<file path="src/rtl/ps2_pkg.sv">
// Shared constants and types for the PS/2 keyboard receive path:
// prefix/error byte values, decoder states and the queued key-event format.
package ps2_pkg;

    localparam logic [7:0] PS2_EXT  = 8'hE0;
    localparam logic [7:0] PS2_BRK  = 8'hF0;
    localparam logic [7:0] PS2_ERR0 = 8'h00;
    localparam logic [7:0] PS2_ERR1 = 8'hFF;

    localparam int EVT_W = 10;

    typedef enum logic [1:0] {
        IDLE,
        EXT,
        BRK,
        EXT_BRK
    } dec_state_t;

    typedef struct packed {
        logic       ext;
        logic       brk;
        logic [7:0] code;
    } evt_t;

endpackage

</file>
<file path="src/rtl/ps2_frame_rx.sv">
// PS/2 frame receiver: pin synchroniser, falling-edge detect, 11-bit frame
// assembly with start/parity/stop checks and a mid-frame idle timeout.
module ps2_frame_rx
    import ps2_pkg::*;
#(
    parameter int TIMEOUT_CYC = 100000
) (
    input  logic       clk,
    input  logic       rst_n,
    input  logic       ps2_clk,
    input  logic       ps2_dat,
    output logic       byte_valid,
    output logic [7:0] rx_byte,
    output logic       frame_err
);

    localparam int TMO_W = $clog2(TIMEOUT_CYC);
    localparam logic [TMO_W-1:0] TMO_LAST = TMO_W'(TIMEOUT_CYC - 1);

    logic [1:0]       clk_sync;
    logic [1:0]       dat_sync;
    logic             clk_prev;
    logic [3:0]       bit_cnt;
    logic [9:0]       shreg;
    logic [TMO_W-1:0] tmo_cnt;
    logic             fall;
    logic             frame_ok;

    assign fall = clk_prev & ~clk_sync[1];

    // After ten shifts: shreg[0]=start, shreg[8:1]=d0..d7, shreg[9]=parity.
    assign frame_ok = ~shreg[0] & (^shreg[9:1]) & dat_sync[1];

    // NOTE: sequential state uses non-blocking assignments so every flop
    // samples the pre-edge values regardless of statement order.
    always_ff @(posedge clk or negedge rst_n) begin
        if (!rst_n) begin
            clk_sync   <= 2'b11;
            dat_sync   <= 2'b11;
            clk_prev   <= 1'b1;
            bit_cnt    <= '0;
            shreg      <= '0;
            tmo_cnt    <= '0;
            byte_valid <= 1'b0;
            rx_byte    <= '0;
            frame_err  <= 1'b0;
        end else begin
            clk_sync   <= {clk_sync[0], ps2_clk};
            dat_sync   <= {dat_sync[0], ps2_dat};
            clk_prev   <= clk_sync[1];
            byte_valid <= 1'b0;
            frame_err  <= 1'b0;
            if (fall) begin
                tmo_cnt <= '0;
                if (bit_cnt == 4'd10) begin
                    bit_cnt <= '0;
                    if (frame_ok) begin
                        byte_valid <= 1'b1;
                        rx_byte    <= shreg[8:1];
                    end else begin
                        frame_err  <= 1'b1;
                    end
                end else begin
                    shreg   <= {dat_sync[1], shreg[9:1]};
                    bit_cnt <= bit_cnt + 4'd1;
                end
            end else if (bit_cnt != 4'd0) begin
                // Keyboard went quiet mid-frame: drop the partial frame.
                if (tmo_cnt == TMO_LAST) begin
                    bit_cnt   <= '0;
                    tmo_cnt   <= '0;
                    frame_err <= 1'b1;
                end else begin
                    tmo_cnt <= tmo_cnt + TMO_W'(1);
                end
            end else begin
                tmo_cnt <= '0;
            end
        end
    end

endmodule

</file>
<file path="src/rtl/ps2_kbd_ctrl.sv">
// PS/2 keyboard controller: folds E0/F0 prefixes into single key events and
// queues them in a small FIFO behind a valid/ready interface.
module ps2_kbd_ctrl
    import ps2_pkg::*;
#(
    parameter int TIMEOUT_CYC = 100000,
    parameter int FIFO_DEPTH  = 4
) (
    input  logic       clk,
    input  logic       rst_n,
    input  logic       ps2_clk,
    input  logic       ps2_dat,
    output logic       evt_valid,
    input  logic       evt_ready,
    output logic [7:0] evt_code,
    output logic       evt_ext,
    output logic       evt_break,
    output logic       frame_err,
    output logic       evt_ovf
);

    localparam int PTR_W = $clog2(FIFO_DEPTH);
    localparam int CNT_W = PTR_W + 1;

    logic       byte_valid;
    logic [7:0] rx_byte;

    ps2_frame_rx #(
        .TIMEOUT_CYC (TIMEOUT_CYC)
    ) u_frame_rx (
        .clk        (clk),
        .rst_n      (rst_n),
        .ps2_clk    (ps2_clk),
        .ps2_dat    (ps2_dat),
        .byte_valid (byte_valid),
        .rx_byte    (rx_byte),
        .frame_err  (frame_err)
    );

    dec_state_t state_q, state_d;
    logic       emit;
    evt_t       emit_evt;

    always_ff @(posedge clk or negedge rst_n) begin
        if (!rst_n) state_q <= IDLE;
        else        state_q <= state_d;
    end

    // NOTE: every always_comb output gets a default first so no path
    // leaves it unassigned and infers a latch.
    always_comb begin
        state_d = state_q;
        if (frame_err) begin
            state_d = IDLE;
        end else if (byte_valid) begin
            case (rx_byte)
                PS2_EXT: state_d = (state_q == BRK || state_q == EXT_BRK) ? EXT_BRK : EXT;
                PS2_BRK: state_d = (state_q == EXT || state_q == EXT_BRK) ? EXT_BRK : BRK;
                default: state_d = IDLE;
            endcase
        end
    end

    always_comb begin
        emit     = 1'b0;
        emit_evt = '0;
        if (byte_valid && !(rx_byte inside {PS2_EXT, PS2_BRK, PS2_ERR0, PS2_ERR1})) begin
            emit          = 1'b1;
            emit_evt.code = rx_byte;
            case (state_q)
                EXT:     emit_evt.ext = 1'b1;
                BRK:     emit_evt.brk = 1'b1;
                EXT_BRK: begin
                    emit_evt.ext = 1'b1;
                    emit_evt.brk = 1'b1;
                end
                default: ;
            endcase
        end
    end

    evt_t             mem [FIFO_DEPTH];
    logic [PTR_W-1:0] wr_ptr, rd_ptr;
    logic [CNT_W-1:0] count;
    logic             full, push, pop;

    assign full = (count == CNT_W'(FIFO_DEPTH));
    assign pop  = evt_valid & evt_ready;
    // A full FIFO still takes the new event when the head leaves this cycle.
    assign push = emit & (~full | pop);

    always_ff @(posedge clk or negedge rst_n) begin
        if (!rst_n) begin
            wr_ptr  <= '0;
            rd_ptr  <= '0;
            count   <= '0;
            evt_ovf <= 1'b0;
        end else begin
            evt_ovf <= emit & ~push;
            if (push) wr_ptr <= wr_ptr + PTR_W'(1);
            if (pop)  rd_ptr <= rd_ptr + PTR_W'(1);
            case ({push, pop})
                2'b10:   count <= count + CNT_W'(1);
                2'b01:   count <= count - CNT_W'(1);
                default: ;
            endcase
        end
    end

    // NOTE: the storage array has no reset; count gates every read, so
    // stale entries are never visible and the array maps to plain RAM.
    always_ff @(posedge clk) begin
        if (push) mem[wr_ptr] <= emit_evt;
    end

    evt_t head;
    assign head      = mem[rd_ptr];
    assign evt_valid = (count != '0);
    assign evt_code  = evt_valid ? head.code : 8'h00;
    assign evt_ext   = evt_valid & head.ext;
    assign evt_break = evt_valid & head.brk;

endmodule

</file>
<file path="config.mk">
export PLATFORM = sky130hd
export DESIGN_NAME = ps2_kbd_ctrl
export DESIGN_NICKNAME = d
export VERILOG_FILES = /design/src/rtl/ps2_pkg.sv /design/src/rtl/ps2_frame_rx.sv /design/src/rtl/ps2_kbd_ctrl.sv
export SDC_FILE = /design/constraint.sdc
export NUM_CORES = 1
export LEC_CHECK = 0
export CAP_MARGIN = 20
export CORE_ASPECT_RATIO = 1.1
export CORE_MARGIN = 3
export CORE_UTILIZATION = 34
export CTS_CLUSTER_DIAMETER = 60
export DETAILED_ROUTE_END_ITERATION = 7
export PLACE_DENSITY = 0.61
export SETUP_SLACK_MARGIN = 0.5
export SYNTH_ARGS = -nofsm -noshare
export SYNTH_HDL_FRONTEND = slang
export SYNTH_SLANG_ARGS = --single-unit
</file>
<file path="constraint.sdc">
create_clock -name clk -period 2.55 [get_ports clk]
set_clock_uncertainty 0.15 [all_clocks]
set_input_delay 0.51 -clock clk [delete_from_list [all_inputs] [get_ports clk]]
set_output_delay 0.51 -clock clk [all_outputs]
set_load 0.03 [all_outputs]
</file>
* Word-level counts from Yosys, hierarchy flattened
Memories as Yosys holds them, arrays and structs flattened.
Index checks and enable logic that the tools add are counted.
** Word-level totals
- Output and inout port bits :: 13
- Memories kept :: 1
- Bits in writable memories :: 40
- Register bits after elaboration :: 56
** Operators by class
- Bitwise operators :: 14
- Equality and inequality tests :: 11
- Mux-type cells :: 28
- Reduce and logical (&&, ||, !) cells :: 18
- Add/subtract/negate cells :: 6
** Memory list
- mem :: depth 4, bits a word 10, read ports 1, clocked after memory_dff 0, write ports 1, line ps2_kbd_ctrl.sv:82 : evt_t mem [FIFO_DEPTH];
** Operators by type and width (count)
- 2-to-1 mux 17 bit :: 3
- == test 8 bit (second input constant) :: 3
- adder 17 x 1 -> 17 bit (second input constant) :: 1
- == test 17 bit (second input constant) :: 1
- 2-to-1 mux 4 bit :: 4
- 2-to-1 mux 1 bit :: 14
- 2-to-1 mux 10 bit :: 1
- parity 9 bit :: 1
- AND 1 bit :: 8
- zero test 8 bit :: 1
- 2-to-1 mux 8 bit :: 1
- nonzero test 2 bit :: 4
- nonzero test 4 bit :: 2
- == test 2 bit (second input constant) :: 3
- 2-to-1 mux 2 bit :: 3
- one-hot mux 3 bit (2 select lines) :: 1
- NOT 1 bit :: 5
- adder 2 x 1 -> 2 bit (second input constant) :: 2
- adder 4 x 1 -> 4 bit (second input constant) :: 1
- == test 2 x 1 -> 1 bit (second input constant) :: 2
- == test 4 bit (second input constant) :: 1
- one-hot mux 2 bit (2 select lines) :: 1
- AND reduction 2 bit :: 2
- OR reduction 2 bit :: 2
- 9 further kinds :: 10

* Depth between registers and ports, before layout
Gate-level depths: netlist of the first run.
- Word-level depth :: 8
- Depth in mapped cells :: 8
- Depth with buffers taken out :: 8

* Hierarchy
From an unflattened synthesis of the first run, not the netlist that was laid out.
** Unflattened totals
- Cells, all modules :: 321
- Area total of the unflattened synthesis :: 4369.2 um2
** By module, submodules not included
- ps2_kbd_ctrl :: area each 2223.4 um2, cells an instance 140, times used 1
- ps2_frame_rx :: area each 2145.8 um2, cells an instance 181, times used 1

* Least setup slack after synthesis of the first run
No wires, ideal clock.
- Path kind :: reg2reg
- Start :: reg u_frame_rx.rx_byte[1]
- End :: reg count[2]
- Path slack :: -0.096 ns
- Library setup time :: 0.079 ns
- Arrival time :: 2.417 ns
- Path buffers :: 0
- Cell stages (with the launch flop) :: 9
- Cell sequence :: dfrtp_1 > or4_4 > o21ai_2 > a41oi_4 > nand2b_1 > fa_1 > or3_1 > mux2i_1 > xor2_1
** Between the ends
- Cells in the longest elaborated chain, start to end :: 8
** Ends and longest elaborated chain
- from (decl) :: line ps2_frame_rx.sv:13 : output logic [7:0] rx_byte,
- from (signal assigned) :: line ps2_frame_rx.sv:59 : rx_byte <= shreg[8:1];
- == test 8 bit or zero test 8 bit (tied branches) :: line ps2_kbd_ctrl.sv:67 : if (byte_valid && !(rx_byte inside {PS2_EXT, PS2_BRK, PS2_ERR0, PS2_ERR1})) begin
- nonzero test 4 bit (*) :: line ps2_kbd_ctrl.sv:67
- zero test 1 bit (*) :: line ps2_kbd_ctrl.sv:67
- logical AND 1 bit (*) :: line ps2_kbd_ctrl.sv:67
- 2-to-1 mux 1 bit (*) :: line ps2_kbd_ctrl.sv:67
- AND 1 bit (*) :: line ps2_kbd_ctrl.sv:90 : assign push = emit & (~full | pop);
- == test 2 x 1 -> 1 bit or == test 2 bit (tied branches) :: line ps2_kbd_ctrl.sv:102 : case ({push, pop})
- one-hot mux 3 bit (2 select lines) or nonzero test 2 bit (tied branches)
- to (signal assigned) :: line ps2_kbd_ctrl.sv:103 : 2'b10: count <= count + CNT_W'(1);
- to (signal assigned) :: line ps2_kbd_ctrl.sv:104 : 2'b01: count <= count - CNT_W'(1);
- to (decl) :: line ps2_kbd_ctrl.sv:84 : logic [CNT_W-1:0] count;
Mark *: on every way between the ends. The rest lies on a longest branch, timed or not.
A chain may end at the register's enable or synchronous reset.

* Worst setup path in the final report of the first run
- Start :: reg u_frame_rx.rx_byte[3]
- End :: reg count[2]
Same word-level chain as after synthesis.

==> results of run 1 <==
cells in the mapped netlist (all sizes together), types with 5 or more instances:
cell | number | area [um^2]
o21ai | 9 | 52.6
ha | 8 | 100
clkbuf | 5 | 18.8
mux2 | 10 | 116
and3 | 9 | 56.3
inv | 9 | 33.8
dfstp | 5 | 131
nand2 | 43 | 161
xnor2 | 16 | 140
nand3 | 10 | 50.1
dfrtp | 51 | 1280
mux4 | 10 | 225
xor2 | 10 | 87.6
nor2 | 24 | 90.1
edfxtp | 40 | 1200
and2 | 25 | 156
timing repair:
| item | CTS | global route |
|---|---|---|
| setup endpoints to repair | 68 | 108 |
| resized for setup | 85 | 80 |
| pin swaps | 16 | 24 |
| setup buffers | 14 | 9 |
| gates cloned | 1 | 6 |
cell families after synthesis:
logic type               count (synthesis)
buffers and inverters                   16
flip-flops                              96
adder cells (fa/ha/maj)                  9
multiplexers                            22
AO/OA/AOI/OAI                           15
AND/OR/NAND/NOR                        133
XOR/XNOR                                27
worst register-to-register path, cell delays in order (launching register included):
cell and delay, ps:
dfrtp_1 380, or4_4 580, o21ai_4 170, a41oi_4 50, nand2b_4 160, fa_2 320, or3_1 300, mux2i_1 160
xor2_1 150
power breakdown:
part           internal [W]  switching [W]
Sequential          0.00172       0.000135
Combinational      0.000788       0.000691
Clock              0.000673       0.000576
Total               0.00318        0.00140
final timing paths:
check,startpoint,end,depth (start not counted)
worst max-delay path,u_frame_rx.rx_byte[3],count[2],8
worst min-delay path,rst_n,u_frame_rx.tmo_cnt[4],1
worst max register to register,u_frame_rx.rx_byte[3],count[2],8
worst min register to register,u_frame_rx.clk_sync[0],u_frame_rx.clk_sync[1],0
max in group asynchronous,rst_n,count[0],2
min in group clk,u_frame_rx.clk_sync[0],u_frame_rx.clk_sync[1],0
sequential cells by signal, indices dropped and copies added, names as in the netlist, 2 cells and up:
name                 flops
mem                     40
rd_ptr                   2
u_frame_rx.shreg        10
state_q                  2
u_frame_rx.rx_byte       8
u_frame_rx.clk_sync      2
wr_ptr                   2
u_frame_rx.bit_cnt       4
u_frame_rx.dat_sync      2
u_frame_rx.tmo_cnt      17
count                    3
through the flow:
step / area, um^2 / utilization [%] / total power (W) / cells / worst slack, ps
after floorplan: 4230 / - / 0.00265 / 318 / 4.85
after global placement: 4690 / 39.8 / 0.00302 / 494 / 29.5
after detailed placement: 4690 / 39.8 / 0.00304 / 494 / 7.46
after CTS: 5160 / 43.8 / 0.00435 / 525 / 39.4
after global routing: 5510 / 46.7 / 0.00483 / 540 / -16.7
final: 5510 / 46.7 / 0.00458 / 540 / 50.5
area by class of cell:
class                           count  area (um^2)
Fill cell                        1062         6290
Clock buffer                       10          229
Sequential cell                    96         2610
Inverter                            9         33.8
Tap cell                          150          188
Multi-Input combinational cell    211         1780
Timing Repair Buffer               58          612
Clock inverter                      6         51.3
routing by layer:
metal  part of all wire [%]  track usage [%]
met5                      0                0
met4                    1.1             2.48
met3                    2.8             3.50
met2                     54             21.3
met1                     42             13.9
==> impl_results.md, run 1 <==
- Run status: finished, final reports clean
- DR iter-0 viols: 128
- Max_cap viols: 0
- YS warnings: 0
- Most frequent cells in the layout: dfrtp_1 (49), nand2_1 (42), edfxtp_1 (40)
- Post-DP HPWL: roughly 5000 um
- First-pass GRT wire length: about 13,000 um
- Worst hold slack: 35.5 ps
- Crit-path slowest cell: or4_4
- Hold Crit Class: in -> async
- Die ar.: ~0.014 mm^2
- Unrepaired setup endpoints after global routing: true
- Xor/xnor share of the synthesized area: 5.95%
- Layout cells sized above 1: 36.4%
- Max IR drop VDD: about 0.66 mV
- Fmax: roughly 400 MHz
- Sequential share of the synthesized area: 62.0%
- Syn avg cell area: approximately 13 um^2
- Antenna violations before repair: 0
- WL/cell: around 15 um
- CTS Buf Count: 9
- Antenna Nets Post-Route: 0
- Die Height: between 100 and 150 um
- ANT cells: 0
- Row count: 41
- Vias: between 2,000 and 3,000
- Simple-Gate Fraction of Synth Area: about 16%
- Post-synthesis instance area: approximately 0.0042 mm^2
- Remaining global-route overflow: 0
- CTS Hold Bufs: 0
- Synth Net Count: roughly 330
- Mapped Cells: 318
- DRC: 0
- Clk slew on worst S/H paths: about 70 ps
- EDFF count, synth: 40
- TritonCTS clock tree: done
- Synthesized flop and latch total: 96
- CP Cell Sequence: or4_4 -> o21ai_4 -> a41oi_4 -> nand2b_4 -> fa_2 -> or3_1 -> mux2i_1 -> xor2_1
- GRT Util Overall: between 10% and 20%
- Longest Clk Path Bufs: 2
- Final hold vios: 0
- CP delay by family, top: simple AND/OR/NAND/NOR gates
- Final setup viols: 0
- PwrDens: about 830 mW/mm^2
- Primary FF master, synth: dfrtp_1
- Core ar.: roughly 0.012 mm^2
- CP Capture Type: flop
- Multiplexer area fraction after synthesis: about 8.6%
- CP max stage delay: 580 ps
- Drt via density: a little under 5
- Critical path peak fanout: 3
- Post-layout min period: around 2500 ps
- CTS root buf: clkbuf_16
- Ys async rst share: between 50% and 60%
- Post-synthesis compound-gate area fraction: under 10%
- Largest net degree at the start of global routing: 31
- Clk sinks: 96
- Area Overhead vs Synth: 31.0%
- Commonest non-fill, non-tap cell in the layout: dfrtp_1
- Port buffer count: 17
- Post-Synth Adder-Cell Area: under 10%
- Starting density of the core: about 36%
- Largest family of logic cells by synthesized area: simple AND/OR/NAND/NOR gates
- Slew Limit Fails: 0
- LEAKAGE: 2.31 nW
- Critical path launch point type: flop
- Final-stage net count: about 400
- Worst setup path class: reg -> reg
- Post-Route WL: ~8200 um
- H-tree levels: 3
- Crit path arrival time: 2610 ps
- Worst Tran Pin Value: between 600 and 700 ps
- Yosys cell types: 42
- IO Pins: 18
- Drt first pass iters: 4
- Vias in the first global route: 2,608
- Slew Limit Headroom: between 50% and 60%
- TNS Setup: 0 ps
- Crit path buf inv count: 0
- Flop2flop setup slack: slightly above 50 ps
- Later-pin clock latency in the skew report: 330 ps
- Final worst path period share: a little over nine tenths
- Overall die width: ~110 um
- Critical path required time: around 2700 ps
- RePlAce Congestion: 0.811
Power figures use the tool's default switching activity.
==> run 2, diff against run 1 <==
--- a/config.mk
+++ b/config.mk
@@ -8,10 +8,10 @@
 export CAP_MARGIN = 20
 export CORE_ASPECT_RATIO = 1.1
 export CORE_MARGIN = 3
-export CORE_UTILIZATION = 34
+export CORE_UTILIZATION = 54
 export CTS_CLUSTER_DIAMETER = 60
 export DETAILED_ROUTE_END_ITERATION = 7
-export PLACE_DENSITY = 0.61
+export PLACE_DENSITY = 0.84
 export SETUP_SLACK_MARGIN = 0.5
 export SYNTH_ARGS = -nofsm -noshare
 export SYNTH_HDL_FRONTEND = slang
==> impl_results.md, run 2 (same netlist as run 1, synthesis figures left out) <==
- Clk sinks: 96 (unchanged)
- LEAKAGE: 2.21 nW (-4.4%)
- Biggest regs: mem (40), u_frame_rx.tmo_cnt (17), u_frame_rx.shreg (10)
- H-tree levels: 3 (unchanged)
- Clk slew on worst S/H paths: 100 ps (+30 ps)
- Longest Clk Path Bufs: 2 (unchanged)
- Overall power after layout: 0.00439 W (-4.2%)
- Max reg flops: 40 (unchanged)
- Area Overhead vs Synth: 23.0%
- Crit path arrival time: 2720 ps (+110 ps)
- CP Capture Type: flop
- Core ar.: 0.00751 mm^2 (-36%)
- Antenna Nets Post-Route: 0 (unchanged)
- Unrepaired setup endpoints after global routing: true
- Run status: complete, but fails checks
- First-pass GRT wire length: 13,300 um (+4.3%)
- DR iter-0 viols: 129 (+0.78%)
- Largest net degree at the start of global routing: 57 (+84%)
- Slew Limit Fails: 0 (unchanged)
- Die ar.: 0.00889 mm^2 (-35%)
- Commonest non-fill, non-tap cell in the layout: dfrtp_1
- ANT cells: 0 (unchanged)
- Final worst path period share: 101% (+3.0 points)
- PwrDens: 849 mW/mm^2 (+2.1%)
- Antenna violations before repair: 0 (unchanged)
- Worst Tran Pin Value: 676 ps (+65.6 ps)
- Slew Limit Headroom: 54.9% (-4.4 points)
- Setup ws final: -26.9 ps (-77.4 ps)
- Critical path required time: 2690 ps (+30 ps)
- Drt via density: 5.30 (+9.2%)
- Post-layout min period: 2580 ps (+77.4 ps)
- Post-Route WL: 8110 um (-0.66%)
- WL/cell: 16.8 um (+11%)
- CTS Hold Bufs: 0 (unchanged)
- Final-stage net count: 388 (-2.8%)
- Die Height: 98.6 um (-20%)
- DRC: 0 (unchanged)
- CTS Buf Count: 9 (unchanged)
- Vias in the first global route: 2,775 (+6.4%)
- TritonCTS clock tree: done
- Critical path peak fanout: 3 (unchanged)
- Starting density of the core: 56.0% (+20 points)
- RePlAce Congestion: 0.788 (-2.8%)
- Layout cells sized above 1: 31.7% (-4.7 points)
- Hold Crit Class: in -> async
- Remaining global-route overflow: 0 (unchanged)
- Fmax: 388 MHz (-3.0%)
- Row count: 33 (-20%)
- Max_cap viols: 0 (unchanged)
- GRT Util Overall: 19.2% (+7.5 points)
- Drt first pass iters: 4 (unchanged)
- Failing checks: negative setup slack
- Top reg by flops: mem
- Most frequent cells in the layout: dfrtp_1 (49), nand2_1 (41), edfxtp_1 (40)
- Later-pin clock latency in the skew report: 360 ps (+30 ps)
- Vias: 2,565 (-2.1%)
- CTS root buf: clkbuf_8
- Port buffer count: 17 (unchanged)
- Max IR drop VDD: 0.492 mV (-25%)
- Critical path launch point type: flop
- Dpl ws: -49.3 ps (-56.8 ps)
- Worst setup path class: reg -> reg
- Final setup viols: 1 (+1)
- Final hold vios: 0 (unchanged)
- Overall die width: 90.2 um (-20%)
- Post-DP HPWL: 4980 um (+2.1%)
- IO Pins: 18 (unchanged)
run 2: cell count changes in the layout (fill, tap and decap cells not counted), moves of 4 or more:
cell and delta:
clkbuf_16 -9, and2_1 +11, clkbuf_8 +9, and3_4 -4, and2_4 -11
run 2: per-stage QoR:
stage	hold WS, ps	instance area (um^2)	util, %	setup TNS (ps)	instances
after floorplan	64.4	4230	-	0	318
after global placement	196	4620	61.5	0	447
after detailed placement	199	4620	61.5	-49.3	447
after CTS	131	5100	67.8	-48.5	479
after global routing	159	5170	68.8	-164	484
final	108	5170	68.8	-26.9	484
run 2: final timing paths:
path / startpoint / to / slack [ps] / cells past startpoint
max in group asynchronous: rst_n / u_frame_rx.shreg[5] / 1650 / 2
min in group clk: u_frame_rx.clk_sync[0] / u_frame_rx.clk_sync[1] / 210 / 0
worst min register to register: u_frame_rx.clk_sync[0] / u_frame_rx.clk_sync[1] / 210 / 0
worst max-delay path: u_frame_rx.rx_byte[3] / count[2] / -30 / 8
worst max register to register: u_frame_rx.rx_byte[3] / count[2] / -30 / 8
worst min-delay path: rst_n / u_frame_rx.tmo_cnt[2] / 110 / 2
run 2: final cells by class:
type	instances	area, um^2
timing repair buffer	51	513
clock inverter	7	66.3
fill	515	2340
multi-input combinational	207	1690
clock buffer	9	124
sequential	96	2610
inverter	9	33.8
tap	105	131
run 2: routing by layer:
layer / global-route usage, % / part of all wire [%] / routed length, um
met3: 4.58 / 2.2 / 178
met1: 21.7 / 40 / 3250
met2: 34.8 / 56 / 4520
met5: 0 / 0 / 0
met4: 8.24 / 2.0 / 163
run 2: power by group:
part | internal (W) | switching, W | leakage [nW]
Combinational | 0.000859 | 0.000726 | 1.01
Sequential | 0.00172 | 0.000126 | 1.10
Clock | 0.000384 | 0.000578 | 0.0991
Total | 0.00296 | 0.00143 | 2.21
run 2: what timing repair did:
action | CTS | global route
setup endpoints to repair | 72 | 117
buffers inserted | 16 | 3
pin swaps | 15 | 14
resized for setup | 122 | 9
gates cloned | 0 | 2
endpoints found under the hold margin | 0 | 0
run 2: critical path, cell delays in order (launching register included):
cell and delay, ps:
dfrtp_1 390, or4_4 580, o21ai_4 170, a41oi_4 50, nand2b_4 160, fa_2 330
or3_1 310, mux2i_1 180, xor2_1 170
==> run 3, diff against run 2 <==
--- a/config.mk
+++ b/config.mk
@@ -7,9 +7,7 @@
 export LEC_CHECK = 0
 export CAP_MARGIN = 20
 export CORE_ASPECT_RATIO = 1.1
-export CORE_MARGIN = 3
 export CORE_UTILIZATION = 54
-export CTS_CLUSTER_DIAMETER = 60
 export DETAILED_ROUTE_END_ITERATION = 7
 export PLACE_DENSITY = 0.84
 export SETUP_SLACK_MARGIN = 0.5
==> impl_results.md, run 3 (same netlist as run 1, synthesis figures left out) <==
- Drt via density: 5.39 (+1.8%)
- Failing checks: negative setup slack
- CP Capture Type: flop
- Die ar.: 0.00815 mm^2 (-8.3%)
- TritonCTS clock tree: done
- TNS Setup: -310 ps (-283 ps)
- Fmax: 379 MHz (-2.4%)
- Top reg by flops: mem
- Run status: complete, but fails checks
- Core ar.: 0.00751 mm^2 (unchanged)
- Longest Clk Path Bufs: 2 (unchanged)
- Post-layout min period: 2640 ps (+62.2 ps)
- Crit path arrival time: 2750 ps (+30 ps)
- Dpl cells: 449 (+0.45%)
- Vias in the first global route: 2,864 (+3.2%)
- Internal power: 0.00288 W (-2.9%)
- Hold Path Depth: 0
- Post-Route WL: 8270 um (+2.0%)
- Critical path required time: 2660 ps (-30 ps)
- Area of the multi-input gates: 0.00175 mm^2 (+3.5%)
- Fill count: 507 (-1.6%)
- Overall power after layout: 0.00428 W (-2.5%)
- Max_cap viols: 0 (unchanged)
- Remaining global-route overflow: 0 (unchanged)
- Max reg flops: 40 (unchanged)
- ANT cells: 0 (unchanged)
- Later-pin clock latency in the skew report: 370 ps (about the same)
- Clk sinks: 96 (unchanged)
- Switch Pwr: 0.00141 W (-1.8%)
- Row count: 33 (unchanged)
- Antenna violations before repair: 0 (unchanged)
- Worst Tran Pin Value: 568 ps (-109 ps)
- First-pass GRT wire length: 14,000 um (+5.0%)
- Antenna Nets Post-Route: 0 (unchanged)
- Final hold vios: 0 (unchanged)
- Seq pwr share: 42.9% (+0.9 points)
- Area Overhead vs Synth: 26.6%
- CP Cell Sequence: or4_4 -> o21ai_4 -> a41oi_4 -> buf_4 -> buf_6 -> buf_6 -> buf_6 -> buf_6 -> buf_12 -> mux2_4 -> xnor2_1
- Overall die width: 86.2 um (-4.4%)
- Unrepaired setup endpoints after global routing: true
- DRC: 0 (unchanged)
- Max IR drop VDD: 0.388 mV (-21%)
- R2R Path End: count[0]
- WL/cell: 16.8 um (+0.30%)
- Commonest non-fill, non-tap cell in the layout: dfrtp_1
- Hold Crit Class: reg -> reg
- Crit Reg-Reg Startpoint: u_frame_rx.rx_byte[2]
- GRT Util Overall: 22.8% (+3.6 points)
- Vias: 2,654 (+3.5%)
- FF-to-FF path depth: 11 (+3)
- Post-DP HPWL: 4930 um (-0.98%)
- PwrDens: 804 mW/mm^2 (-5.3%)
- Flop2flop setup slack: -90 ps (-60 ps)
- Die Height: 94.6 um (-4.1%)
- Final-stage net count: 396 (+2.1%)
- Worst setup path class: reg -> reg
- Most frequent cells in the layout: dfrtp_1 (51), nand2_1 (43), edfxtp_1 (40)
- Setup ws final: -89.1 ps (-62.2 ps)
- RePlAce Congestion: 0.830 (+5.3%)
- Endpoint, Worst Hold: u_frame_rx.dat_sync[1]
- Slew Limit Headroom: 62.2% (+7.3 points)
- Biggest regs: mem (40), u_frame_rx.tmo_cnt (17), u_frame_rx.shreg (10)
- Switching Fraction: 32.8% (+0.26 points)
- Worst path most repeated cell: buf_6
- LEAKAGE: 2.27 nW (+3.0%)
- IO Pins: 18 (unchanged)
- Hold Crit Start: u_frame_rx.dat_sync[0]
- Layout cells sized above 1: 34.6% (+3.0 points)
- Slew Limit Fails: 0 (unchanged)
- Critical path peak fanout: 11 (+8)
- H-tree levels: 3 (unchanged)
- Final worst path period share: 103% (+2.4 points)
- Final setup viols: 4 (+3)
- Starting density of the core: 56.0% (unchanged)
- Critical path launch point type: flop
- FF+latch area: 0.00261 mm^2 (about the same)
- Crit-path slowest cell: or4_4
- CTS Buf Count: 9 (unchanged)
- DR iter-0 viols: 127 (-1.6%)
- Drt first pass iters: 4 (unchanged)
- Clk slew on worst S/H paths: 100 ps (about the same)
- Combinational Power Share: 34.0% (-2.1 points)
- Largest net degree at the start of global routing: 28 (-51%)
- Clock network fraction of design power: 23.1% (+1.2 points)
- CP max stage delay: 590 ps (about the same)
- Final std cells w/o fill: 492 (+1.7%)
- Port buffer count: 17 (unchanged)
- CTS root buf: clkbuf_8
[run 3: worst max path at each step]
stage                                     start  endpoint  cells past startpoint
final                     u_frame_rx.rx_byte[2]  count[0]                     11
after detailed placement  u_frame_rx.rx_byte[2]  count[2]                      8
after floorplan           u_frame_rx.rx_byte[2]  count[2]                      8
after CTS                 u_frame_rx.rx_byte[1]  count[2]                      8
after global routing      u_frame_rx.rx_byte[2]  count[2]                      8
after global placement    u_frame_rx.rx_byte[2]  count[2]                      8
[run 3: repair_timing]
action	in CTS	in global routing
resized for setup	134	13
cloned	6	0
endpoints found under the setup margin	69	126
buffers inserted	16	4
pin swaps	23	9
hold buffers	1	0
endpoints found under the hold margin	20	0
[run 3: stage by stage]
stage                     hold slack (ps)  utilization, %  setup slack, ps  cell area (um^2)
after CTS                             214            70.3            -24.5              5280
after global routing                  214            70.9             -178              5330
after detailed placement              197            61.7            -15.0              4630
final                                 212            70.9            -89.1              5330
after floorplan                      64.4               -             4.85              4230
after global placement                197            61.7             44.5              4630
[run 3: cell type report]
type	instances	area share [%]
inverter	9	0.634
multi-input combinational	210	32.9
sequential	96	49.0
timing repair buffer	56	11.3
tap	105	2.47
clock buffer	9	2.33
clock inverter	7	1.32
[run 3: critical path, delay by kind of cell, from the launching register on]
family / cells / cell delay, ps
AO/OA/AOI/OAI: 2 / 220
XOR/XNOR: 1 / 130
buffers and inverters: 6 / 730
flip-flops: 1 / 400
multiplexers: 1 / 320
AND/OR/NAND/NOR: 1 / 590
[run 3: layer usage]
metal  routed length, um  part of all wire (%)  vias to the layer above  GRT usage (%)
li1                    -                     -                     1249              -
met1                3490                    42                     1349           27.0
met2                4470                    54                       42           41.8
met3                 198                   2.4                       14           4.55
met4                 111                   1.3                        0           7.22
met5                   0                     0                        -              0
[run 3: power groups by stage]
stage	clock network [W]	registers, W	logic [W]
3_3_place_gp	0	0.00186	0.00115
6_report	0.000990	0.00183	0.00146
3_5_place_dp	0	0.00187	0.00120
5_1_grt	0.00107	0.00185	0.00157
2_1_floorplan	0	0.00184	0.000807
4_1_cts	0.000999	0.00183	0.00147
